==> config.mk <==
export PLATFORM = sky130hd
export DESIGN_NAME = multi_rate_tick_gen
export DESIGN_NICKNAME = d
export VERILOG_FILES = /design/src/rtl/multi_rate_tick_gen.sv
export SDC_FILE = /design/constraint.sdc
export NUM_CORES = 1
export LEC_CHECK = 0
export CORE_ASPECT_RATIO = 0.8
export CORE_MARGIN = 3
export CORE_UTILIZATION = 40
export CTS_BUF_LIST = sky130_fd_sc_hd__clkbuf_16
export CTS_CLUSTER_DIAMETER = 60
export CTS_CLUSTER_SIZE = 40
export DETAILED_ROUTE_END_ITERATION = 10
export GPL_TIMING_DRIVEN = 0
export PLACE_DENSITY = 0.66
export SLEW_MARGIN = 20
export SYNTH_ARGS = -nofsm -noshare
export SYNTH_HDL_FRONTEND = slang
export SYNTH_SLANG_ARGS = --single-unit
==> constraint.sdc <==
create_clock -name clk -period 11.15 [get_ports clk]
set_input_delay 2.23 -clock clk [delete_from_list [all_inputs] [get_ports clk]]
set_output_delay 2.23 -clock clk [all_outputs]
set_load 0.005 [all_outputs]
==> src/rtl/multi_rate_tick_gen.sv <==
// Multi-rate clock-enable generator: per-channel tick and phase outputs with runtime
// divisor updates landing on period boundaries, all gated by a bounded run timer.
module multi_rate_tick_gen #(
    parameter int                      NUM_CH  = 3,
    parameter int                      DIV_W   = 16,
    parameter logic [NUM_CH*DIV_W-1:0] DEF_DIV = {16'd1000, 16'd100, 16'd1},
    parameter int                      RUN_W   = 32,
    localparam int                     CH_W    = (NUM_CH > 1) ? $clog2(NUM_CH) : 1
) (
    input  logic              clk,
    input  logic              rst_n,
    input  logic [NUM_CH-1:0] ch_en,
    input  logic              cfg_valid,
    input  logic [CH_W-1:0]   cfg_ch,
    input  logic [DIV_W-1:0]  cfg_div,
    output logic              cfg_ready,
    input  logic              sync,
    input  logic              run_start,
    input  logic [RUN_W-1:0]  run_len,
    output logic [NUM_CH-1:0] tick,
    output logic [NUM_CH-1:0] phase,
    output logic              running,
    output logic              done
);

    localparam logic [0:0] S_IDLE = 1'b0;
    localparam logic [0:0] S_RUN  = 1'b1;

    logic [0:0]        state_q;
    logic [RUN_W-1:0]  rem_q;
    logic              done_q;

    logic [DIV_W-1:0]  cnt_q    [NUM_CH];
    logic [DIV_W-1:0]  div_q    [NUM_CH];
    logic [DIV_W-1:0]  shadow_q [NUM_CH];
    logic [NUM_CH-1:0] pending_q;
    logic [NUM_CH-1:0] tick_q;
    logic [NUM_CH-1:0] phase_q;

    logic [NUM_CH-1:0] active;
    logic [NUM_CH-1:0] wrap;
    logic [NUM_CH-1:0] wr_sel;
    logic              run_end;
    logic              sync_now;

    // A zero divisor behaves as divide-by-one.
    function automatic logic [DIV_W-1:0] eff_div(input logic [DIV_W-1:0] d);
        return (d == '0) ? DIV_W'(1) : d;
    endfunction

    assign running = (state_q == S_RUN);
    assign done    = done_q;
    assign tick    = tick_q;
    assign phase   = phase_q;

    always_comb begin
        run_end   = running && (rem_q == RUN_W'(1));
        sync_now  = sync && running;
        cfg_ready = 1'b1;
        active    = '0;
        wrap      = '0;
        wr_sel    = '0;
        // Out-of-range channel numbers match nothing, so they stay ready and are dropped.
        for (int i = 0; i < NUM_CH; i++) begin
            active[i] = running && ch_en[i];
            wrap[i]   = active[i] && (cnt_q[i] == eff_div(div_q[i]) - DIV_W'(1));
            if ((cfg_ch == CH_W'(i)) && pending_q[i]) begin
                cfg_ready = 1'b0;
            end
        end
        for (int i = 0; i < NUM_CH; i++) begin
            wr_sel[i] = cfg_valid && cfg_ready && (cfg_ch == CH_W'(i));
        end
    end

    // Run timer: IDLE -> RUN for exactly run_len cycles, done pulses once at the end.
    always_ff @(posedge clk) begin
        if (!rst_n) begin
            state_q <= S_IDLE;
            rem_q   <= '0;
            done_q  <= 1'b0;
        end else begin
            done_q <= 1'b0;
            case (state_q)
                S_IDLE: begin
                    if (run_start) begin
                        if (run_len == '0) begin
                            done_q <= 1'b1;
                        end else begin
                            rem_q   <= run_len;
                            state_q <= S_RUN;
                        end
                    end
                end
                S_RUN: begin
                    rem_q <= rem_q - RUN_W'(1);
                    if (rem_q == RUN_W'(1)) begin
                        state_q <= S_IDLE;
                        done_q  <= 1'b1;
                    end
                end
                default: state_q <= S_IDLE;
            endcase
        end
    end

    // Per-channel counters and divisor update; an active channel only swaps divisor at a wrap
    // so no period is ever truncated or stretched.
    always_ff @(posedge clk) begin
        if (!rst_n) begin
            tick_q    <= '0;
            phase_q   <= '0;
            pending_q <= '0;
            for (int i = 0; i < NUM_CH; i++) begin
                cnt_q[i] <= '0;
                div_q[i] <= DEF_DIV[i*DIV_W +: DIV_W];
            end
        end else begin
            for (int i = 0; i < NUM_CH; i++) begin
                if (!active[i] || run_end || sync_now) begin
                    cnt_q[i]   <= '0;
                    tick_q[i]  <= 1'b0;
                    phase_q[i] <= 1'b0;
                end else if (wrap[i]) begin
                    cnt_q[i]   <= '0;
                    tick_q[i]  <= 1'b1;
                    phase_q[i] <= ~phase_q[i];
                end else begin
                    cnt_q[i]   <= cnt_q[i] + DIV_W'(1);
                    tick_q[i]  <= 1'b0;
                end

                if (wr_sel[i]) begin
                    if (active[i] && !sync_now) begin
                        shadow_q[i]  <= cfg_div;
                        pending_q[i] <= 1'b1;
                    end else begin
                        div_q[i] <= cfg_div;
                    end
                end else if (pending_q[i] && (wrap[i] || sync_now || !active[i])) begin
                    div_q[i]     <= shadow_q[i];
                    pending_q[i] <= 1'b0;
                end
            end
        end
    end

endmodule

### Word-level counts from Yosys, hierarchy flattened

Memories as Yosys holds them, arrays and structs flattened.
Index checks and enable logic that the tools add are counted.

| word-level totals | value |
|---|---|
| logic and storage cells | 222 |
| memories | 3 |
| bits in registers | 43 |
| RAM bits | 144 |

Memories:

| name | words | width | rd ports | clocked after Yosys merged registers in | write ports | line | source |
|---|---|---|---|---|---|---|---|
| cnt_q | 3 | 16 | 3 | 0 | 3 | 33 | `logic [DIV_W-1:0] cnt_q [NUM_CH];` |
| div_q | 3 | 16 | 3 | 0 | 3 | 34 | `logic [DIV_W-1:0] div_q [NUM_CH];` |
| shadow_q | 3 | 16 | 3 | 0 | 1 | 35 | `logic [DIV_W-1:0] shadow_q [NUM_CH];` |

| operators by class | value |
|---|---|
| equal/unequal tests | 11 |
| bitwise operators | 20 |
| add/sub/neg operators | 7 |
| mux-type cells | 117 |
| reductions and logical operators | 54 |

Operators by type and width:

| kind | number |
|---|---|
| 2-to-1 mux 16 bit | 20 |
| 2-to-1 mux 1 bit | 90 |
| 2-to-1 mux 32 bit | 2 |
| case mux 32 bit (2 select lines) | 1 |
| adder 16 x 1 -> 16 bit, second input constant | 3 |
| equality test 16 bit | 3 |
| logical NOT 16 bit | 3 |
| subtractor 16 x 1 -> 16 bit, second input constant | 3 |
| equality test 32 x 1 -> 1 bit, second input constant | 1 |
| logical NOT 32 bit | 1 |
| OR reduction 16 bit | 2 |
| subtractor 32 x 1 -> 32 bit, second input constant | 1 |
| logical AND 1 bit | 21 |
| bitwise OR 1 bit | 15 |
| logical OR 1 bit | 12 |
| AND reduction 2 bit | 4 |
| != test 2 x 1 -> 1 bit, second input constant | 3 |
| nonzero test 2 bit | 3 |
| OR reduction 2 bit | 3 |
| inverter 1 bit | 5 |
| logical NOT 1 bit | 4 |
| 2-to-1 mux 2 bit | 2 |
| != test 2 bit, second input constant | 2 |
| case mux 1 bit (2 select lines) | 2 |
| 3 further kinds | 3 |

### Depth between registers and ports, before layout

| logic depth | value |
|---|---|
| depth in word-level cells | 13 |
| gate-level depth with buffers | 15 |

### Worst setup path before layout

No wires, ideal clock.

| path | value |
|---|---|
| path kind | input to register |
| start | input port sync |
| end | memory div_q[2][0], enable pin |
| arrival | 4.656 ns |
| path slack | 6.047 ns |
| cell stages on the path | 4 |
| library setup time | 0.447 ns |
| required time | 10.703 ns |
| cell sequence | nor2b_1 and2_1 clkbuf_1 o311ai_0 |

RTL lines:

| what | line | source |
|---|---|---|
| start: declaration | 17 | `input logic sync,` |
| end: declaration | 34 |  |

### Final worst setup path

| path | value |
|---|---|
| start | input port cfg_ch[0] |
| end | output port cfg_ready |

| on the way | value |
|---|---|
| word-level cells in the longest chain between the ends | 5 |
| elaborated cells on any way between the ends | 9 |
| those cells by class | 2 x eq/ne; 3 x mux; 4 x reduce/logical |

RTL lines:

| what | line | source |
|---|---|---|
| start: declaration | 14 | `input logic [CH_W-1:0] cfg_ch,` |
| logical NOT 2 bit | 67 | `if ((cfg_ch == CH_W'(i)) && pending_q[i]) begin` |
| logical AND 1 bit | 67 |  |
| 2-to-1 mux 1 bit (2 in a row) | 67 |  |
| 2-to-1 mux 1 bit * | 67 |  |
| end: declaration | 16 | `output logic cfg_ready,` |

Mark *: on every way between the ends. The rest lies on a longest branch, timed or not.

==> reports/results.txt <==
CP max FO: 6
CP Launch Type: primary input
# DRC: 0
Reg2reg start: div_q[0][4]
Total iterations of the first detailed-routing run: 5
Vias/cell: 5.661
Bufs on Longest Clock Path: 2
GR Overflow Total: 0
CP Capture Point: cfg_ready
Vias in the first global route: 8354
Hold Crit Class: reg -> reg
Worst Skew: 0.01542 ns
Top layer in use: met4
# IOs: 67
RSZ-0062 raised after global routing: no
Layout area overhead: 18.08%
Number of clock sinks: 187
Status: complete, no violations
Crit path required time: 8.92 ns
Core Util, Final: 48.45%
F_max: 163.0 MHz
Routed vias: 8921
Register area: 5185 um2
Max Transition Viols Final: 0
Global-route total usage across every layer: 19.65%
Post-Syn Area: 10490 um2
Inserted Clock Buffers: 17
Port Buf Inserts: 65
Total leakage power: 4.162 nW
Gates resized, CTS repair: 0
TNS Setup: 0 ns
Routed wl met3: 1979 um
Final hold vios: 0
Seq/Total Area, Yosys: 49.42%
Top post-synthesis cells by area: edfxtp_1, dfxtp_1, xnor2_1
First-pass GRT wire length: 44460 um
Maxcap violations: 0
Largest net degree at the start of global routing: 17
Initial core utilization: 41.04%
Core ar.: 25570 um2
Die Ht: 150.9 um
R2r endpoint: div_q[0][2]
Detailed Place HPWL: 20520 um
Worst skew pair latency: 0.44 ns
Slew headroom: 32.87%
Async SR Flop Fraction: 0%
Pre-CTS setup slack: 5.044 ns
Dpl cells: 1544
Worst-path clk slew: 0.07 ns
Most common library cells after synthesis: edfxtp_1, nor2_1, a21oi_1, nand2_1, nand3_1
Routed length per instance: 17.36 um
Critical Path AT: 3.90 ns
Metal2 WL: 11830 um
Register bit total from synthesis: 187
Final Routed Wirelength: 27360 um
Post-synth top area share: 41.21%
Critical Setup Path Class: in -> out
Initial antenna violation count: 0
CTS Root Cell: clkbuf_16
Power per Cell Area: 128.8 nW/um2
Ant. Diodes: 0
Post-DRT Antenna Nets: 0
Nets: 1278
Hold_buf cts: 0
Minimum clock period: 6.133 ns
Final std cells w/o fill: 1576
Setup crit start: cfg_ch[0]
Synth Area per Inst: 9.751 um2
Most used DFF post-synth: edfxtp_1
RePlAce Congestion: 0.8627
Area leader, netlist: edfxtp_1
Final setup viols: 0
VDD IR-drop max: 0.1068 mV
Synth unique cells: 73
Rows: 52
R2r setup slk: 6.33 ns
Period utilization: 55.01%
CTS tree: yes
Setup Buffers After CTS: 0
Share of layout cells above drive strength 1: 6.204%
Post-synthesis instance total: 1076
Layout fillers: 2362
Worst-Margin Slew: 0.9978 ns
Iter 0 DRT Violations: 901
Most numerous cell in the Yosys netlist: edfxtp_1
Multi-input logic area: 5170 um2
Die width: 187.1 um
Setup WS post-layout: 5.017 ns
H-Tree Depth: 4
Post-synth EDFFs: 144
M1 wire length: 13330 um
Full die area: 28220 um2
Crit. End Element: primary output
R2R depth: 12
Synthesis Warnings: 0
[area by class of cell]
class                      instances  area share, %
clock buffer                      18          3.636
inverter                          26         0.7877
buffer                            56          2.070
tap                              351          3.545
sequential                       187          41.85
multi-input combinational        854          41.73
timing repair buffer              70          5.534
clock inverter                    14         0.8483
[critical path: stages]
cell             delay [ns]
clkdlybuf4s50_1        0.61
nand2b_1               0.24
o22a_1                 0.28
clkdlybuf4s50_1        0.54
[worst min path at each step]
stage / slack [ns] / endpoint / cells past startpoint / start
4_1_cts: 0.47 / phase[1] / 1 / phase[1]
5_1_grt: 0.49 / phase[1] / 1 / phase[1]
2_1_floorplan: 0.45 / rem_q[9] / 2 / rem_q[9]
3_3_place_gp: 0.45 / phase[1] / 1 / phase[1]
6_report: 0.47 / phase[1] / 1 / phase[1]
3_5_place_dp: 0.46 / phase[1] / 1 / phase[1]
[power breakdown]
| group | switching, mW | internal [mW] |
|---|---|---|
| Sequential | 0.0331 | 0.780 |
| Clock | 0.270 | 0.318 |
| Combinational | 0.115 | 0.0790 |
[sequential cells by signal (all words and copies together), names as in the netlist, 3 cells and up]
register / count
phase: 3
pending_q: 3
rem_q: 32
shadow_q: 48
div_q: 48
cnt_q: 48
tick: 3
[cells in the final DEF (no fill, tap or decap), types with 4 or more instances in the layout]
cell,synthesis,final
clkbuf_1,40,40
nor3b_1,7,7
edfxtp_1,144,144
nor2b_1,6,6
nand3_1,59,59
mux2_2,12,12
conb_1,1,48
o311ai_0,8,7
buf_2,8,9
nand4_1,31,31
buf_4,1,5
xnor2_1,53,53
o211ai_1,11,11
or3_1,5,5
or2_2,5,5
dfxtp_1,43,43
o31ai_1,4,4
or4_1,15,15
and2_1,6,6
mux2i_1,9,9
nor4_1,29,26
nor3_1,38,36
inv_1,24,28
xor2_1,43,43
a21o_1,5,5
a221o_1,4,4
a211oi_1,13,13
nand2b_1,5,5
o21bai_1,4,4
a21oi_1,83,83
buf_6,4,4
o2111ai_1,15,15
and3_1,20,20
a31oi_1,28,28
nor2_1,112,112
ha_1,8,8
clkdlybuf4s50_1,0,65
o21ai_0,37,36
nand2_1,83,83
clkbuf_16,0,18
[per-layer routing]
metal | up-vias | track usage (%)
met5 | - | 0
met4 | 0 | 4.345
met3 | 19 | 3.841
met2 | 319 | 29.89
met1 | 4287 | 29.10
li1 | 4296 | -
[metrics by stage]
stage	power (mW)	hold slack, ns	area [um2]
floorplan	0.9421	0.4508	10670
global placement	1.013	0.4494	11760
detailed placement	1.018	0.4608	11830
CTS	1.601	0.4712	12380
global route	1.658	0.4917	12390
finish	1.596	0.4683	12390
[kinds of logic after synthesis]
family | Yosys count | synth area share, %
simple gates | 438 | 21.18
fa+ha+maj | 8 | 0.9540
mux | 22 | 2.254
compound gates | 242 | 14.77
other cells | 1 | 0.03574
buf+inv | 82 | 3.375
flops | 187 | 49.42
xor+xnor | 96 | 8.013
No activity file was read; power rests on OpenSTA's default activity.
==> variant 1, RTL diff (same flow settings) <==
Register the inputs `cfg_valid`, `cfg_ch` and `cfg_div` before use, with the module's reset. The logic sees them one clock later. The other inputs are not delayed to match.
--- a/src/rtl/multi_rate_tick_gen.sv
+++ b/src/rtl/multi_rate_tick_gen.sv
@@ -26,4 +26,20 @@
     localparam logic [0:0] S_IDLE = 1'b0;
     localparam logic [0:0] S_RUN  = 1'b1;
+
+    logic cfg_valid_q;
+    logic [CH_W-1:0] cfg_ch_q;
+    logic [DIV_W-1:0] cfg_div_q;
+
+    always_ff @(posedge clk) begin
+        if (!rst_n) begin
+            cfg_valid_q <= '0;
+            cfg_ch_q    <= '0;
+            cfg_div_q   <= '0;
+        end else begin
+            cfg_valid_q <= cfg_valid;
+            cfg_ch_q    <= cfg_ch;
+            cfg_div_q   <= cfg_div;
+        end
+    end
 
     logic [0:0]        state_q;
@@ -65,10 +81,10 @@
             active[i] = running && ch_en[i];
             wrap[i]   = active[i] && (cnt_q[i] == eff_div(div_q[i]) - DIV_W'(1));
-            if ((cfg_ch == CH_W'(i)) && pending_q[i]) begin
+            if ((cfg_ch_q == CH_W'(i)) && pending_q[i]) begin
                 cfg_ready = 1'b0;
             end
         end
         for (int i = 0; i < NUM_CH; i++) begin
-            wr_sel[i] = cfg_valid && cfg_ready && (cfg_ch == CH_W'(i));
+            wr_sel[i] = cfg_valid_q && cfg_ready && (cfg_ch_q == CH_W'(i));
         end
     end
@@ -133,8 +149,8 @@
                 if (wr_sel[i]) begin
                     if (active[i] && !sync_now) begin
-                        shadow_q[i]  <= cfg_div;
+                        shadow_q[i]  <= cfg_div_q;
                         pending_q[i] <= 1'b1;
                     end else begin
-                        div_q[i] <= cfg_div;
+                        div_q[i] <= cfg_div_q;
                     end
                 end else if (pending_q[i] && (wrap[i] || sync_now || !active[i])) begin
Formal check against the unedited RTL: not equivalent (Yosys sat finds a counterexample within 4 cycles, from zero or initial values and one cycle with rst_n low).
==> variant 1 against the original RTL <==
Total power grew 5.9%; worst setup slack improved by 1.2 ns; count of clock-buffer cells in the layout shrank 1; sequential cell count grew 19; routed wire length is 2.1% lower; cell area grew 4.1%; cell count up 0.82%; worst hold slack lost 0.0076 ns; area after synthesis increased by 4.9%; clock skew grew 0.017 ns.
==> variant 1: results (changes against the original RTL) <==
[placed_design]
gp_congestion=0.862  ; was 0.863
dp.cells=1560  ; was 1544
place_worst_setup_slack_ns=6.10  ; was 5.04 ns
dp_hpwl_um=20000  ; was 20500 um

[synth]
syn_avg_cell_area_um2=10.1  ; was 9.75 um^2
netlist_top_cells_count=edfxtp_1 (144), nor2_1 (135), a21oi_1 (87)  ; was edfxtp_1 (144), nor2_1 (112), a21oi_1 (83), nand2_1 (83), nand3_1 (59)
synth-seq-area-share_pct=50.6  ; was 49.4%
muxShareOfSynthArea_pct=2.39  ; was 2.25%
synth_compound_area_share_pct=15.7  ; was 14.8%
synth_fa_ha_area_share_pct=0.909  ; was 0.954%
synth_cell_types=79  ; was 73
synthXorXnorAreaFrac_pct=7.56  ; was 8.01%

[global_route]
grtUsageTotal_pct=18.2  ; was 19.7%
grt_pass1_vias=8257  ; was 8354
grt_pass1_wl_um=43800  ; was 44500 um
grt_max_degree=28  ; was 17

[pwr]
p_switching_uw=461  ; was 419 uW
clockPowerShare_pct=37.0  ; was 36.9%
peakVddDrop_v=0.000112  ; was 0.000107 V

[sta]
relSlewSlack_pct=32.7  ; was 32.9%
finClkSkew_ns=0.0322  ; was 0.0154 ns
setup_ws_ns=6.23  ; was 5.02 ns

[worst_hold_path]
min_from=phase[2]$_SDFFE_PP0P_  ; was phase[1]$_SDFFE_PP0P_
hold_end=phase[2]$_SDFFE_PP0P_  ; was phase[1]$_SDFFE_PP0P_

[detailed_routing]
post_drt_wl_per_cell_um=16.9  ; was 17.4 um
vias=8704  ; was 8921

[run_status]
status=completed  ; unchanged

[critical_path]
critPathKind=flip-flop to flip-flop  ; was input port to output port
critPathMaxFanout=16  ; was 6
crit_path_max_incr_delay_ns=0.89  ; was 0.61 ns
reg2reg_to=div_q[2][1]$_DFFE_PP_  ; was div_q[0][2]$_SDFFCE_PP0P_

[clocking]
cts_buffer_depth=3  ; was 2
cts.htree.levels=1  ; was 4

==> variant 1: cell types whose count changed after synthesis, sizes merged, moves of 11 or more <==
cell | before | now
a31o | 1 | 18
a31oi | 28 | 5
and2 | 6 | 26
dfxtp | 43 | 62
mux2 | 13 | 2
mux2i | 9 | 24
nand2 | 83 | 60
nand4 | 31 | 13
nor2 | 112 | 135
nor3 | 38 | 27
o2111ai | 15 | 2
or3 | 5 | 20
==> variant 1: routing by layer <==
metal | track usage (%) | share of wire, % | wire length, um
met1 | 28.2 | 49 | 13200
met3 | 2.74 | 6.0 | 1600
met4 | 3.18 | 1.7 | 444
met5 | 0 | 0 | 0
met2 | 27.1 | 43 | 11500
==> variant 1: cell type report <==
type / count / area, um^2
tap: 357 / 447
fill: 2516 / 13800
timing repair buffer: 67 / 669
clock inverter: 12 / 155
clock buffer: 17 / 425
buffer: 46 / 196
multi-input combinational: 854 / 5330
sequential: 206 / 5570
inverter: 30 / 113
==> variant 2, RTL diff (same flow settings) <==
Without the edit above. The parameter `DIV_W` goes from 16 to 32.
--- a/src/rtl/multi_rate_tick_gen.sv
+++ b/src/rtl/multi_rate_tick_gen.sv
@@ -3,5 +3,5 @@
 module multi_rate_tick_gen #(
     parameter int                      NUM_CH  = 3,
-    parameter int                      DIV_W   = 16,
+    parameter int                      DIV_W   = 32,
     parameter logic [NUM_CH*DIV_W-1:0] DEF_DIV = {16'd1000, 16'd100, 16'd1},
     parameter int                      RUN_W   = 32,
Ports: changed (resized cfg_div); port bits go from 67 to 83. No check against the original RTL was run, so the function may have changed too.
==> variant 2 against the original RTL <==
Worst setup slack worse by 0.25 ns; sequential cell count up 144; synthesized cell count up 97%; routed wire length up 120%; area after synthesis up 92%; total power up 87%; cell area up 89%; critical path type unchanged.
==> variant 2: results (changes against the original RTL) <==
[detailed_routing]
routed_wl_um=59800  ; was 27400 um
viasPerCell=5.95  ; was 5.66
drt_pass1_iterations=6  ; was 5
drt-initial-drc-count=2026  ; was 901

[synth]
synth_area_leaders=edfxtp_1 (43%), dfxtp_1 (4.3%), xor2_1 (4.2%), xnor2_1 (4.0%), nor2_1 (3.9%)  ; was edfxtp_1 (41%), dfxtp_1 (8.2%), xnor2_1 (4.4%), nor2_1 (4.0%), a21oi_1 (4.0%)
synthXorXnorAreaFrac_pct=8.21  ; was 8.01%
synth_edf_count=288  ; was 144
synth_cell_types=84  ; was 73
muxShareOfSynthArea_pct=0.930  ; was 2.25%

[final_layout]
final_nets=2422  ; was 1278

[clocking]
cts.htree.levels=1  ; was 4
cts_buffer_depth=3  ; was 2
clkLatencyLatePin_ns=0.61  ; was 0.44 ns
numCtsBuffers=29  ; was 17
cts.clk_slew.worst_paths_ns=0.10  ; was 0.07 ns

[worst_hold_path]
hold_end=rem_q[7]$_SDFFE_PN0P_  ; was phase[1]$_SDFFE_PP0P_

[critical_path]
r2r_start=div_q[2][24]$_DFFE_PP_  ; was div_q[0][4]$_SDFFCE_PP0P_
reg2reg_depth=15  ; was 12
crit_path_max_incr_delay_ns=0.64  ; was 0.61 ns
reg2reg_to=cnt_q[2][26]$_SDFFCE_PN0P_  ; was div_q[0][2]$_SDFFCE_PP0P_

[run_status]
status=completed  ; unchanged

[sta]
tightest_slew_ns=1.00  ; was 0.998 ns

[placed_design]
dp.cells=2975  ; was 1544
numPortBuffers=82  ; was 65

[global_route]
grtUsageTotal_pct=21.9  ; was 19.7%

[pwr]
peakVddDrop_v=0.000123  ; was 0.000107 V
power_leakage_nw=7.57  ; was 4.16 nW

-- variant 2: cell count changes after synthesis, moves of 19 or more --
cell | unedited run | this run
nor2_1 | 112 | 210
xnor2_1 | 53 | 92
a22oi_1 | 2 | 35
nand2_1 | 83 | 184
nand3b_1 | 2 | 42
edfxtp_1 | 144 | 288
or3_1 | 5 | 24
nor3_1 | 38 | 110
nor4_1 | 29 | 92
clkbuf_1 | 40 | 106
o21ai_0 | 37 | 84
xor2_1 | 43 | 97
a211oi_1 | 13 | 72
-- variant 2: stage by stage --
step                setup WS [ns]  utilization [%]
floorplan                    4.67                -
global placement             2.42             45.2
detailed placement           4.83             45.4
CTS                          4.83             47.6
global route                 4.64             47.7
finish                       4.77             47.7
-- variant 2: how the worst max path moves through the flow --
stage	depth (start not counted)	to
finish	5	cfg_ready
global route	19	div_q[1][18]$_SDFFCE_PP0P_
CTS	5	cfg_ready
detailed placement	5	cfg_ready
global placement	4	shadow_q[0][52]$_DFFE_PP_
floorplan	3	shadow_q[0][32]$_DFFE_PP_
-- variant 2: area by class of cell --
cell class	instances	area, um^2
tap	666	833
inverter	41	154
timing repair buffer	97	918
clock buffer	29	726
fill	4611	25700
clock inverter	24	359
buffer	138	579
multi-input combinational	1702	10300
antenna	1	2.50
sequential	331	9510
-- variant 2: cell families after synthesis --
kind of cell | Yosys count
adder cells (fa/ha/maj) | 8
multiplexers | 18
AO/OA/AOI/OAI | 442
XOR/XNOR | 189
flip-flops | 331
other | 1
buffers and inverters | 179
AND/OR/NAND/NOR | 949
-- variant 2: report_power, final --
part	leakage [nW]	total, mW	switching, mW	internal (mW)
Clock	0.527	1.15	0.603	0.544
Sequential	3.17	1.46	0.0630	1.40
Combinational	3.87	0.380	0.235	0.144
-- variant 2: routing by layer --
metal | global-route usage [%] | vias up | part of all wire, %
met5 | 0 | - | 0
met4 | 3.97 | 0 | 1.6
met3 | 3.99 | 84 | 9.9
met2 | 33.5 | 855 | 42
met1 | 32.9 | 8679 | 46
li1 | - | 8403 | -
-- variant 2: worst max-delay path: cells and delay by family --
family                 cells  cell delay [ns]
AND/OR/NAND/NOR            1             0.05
AO/OA/AOI/OAI              1             0.40
multiplexers               1             0.23
buffers and inverters      2             1.24
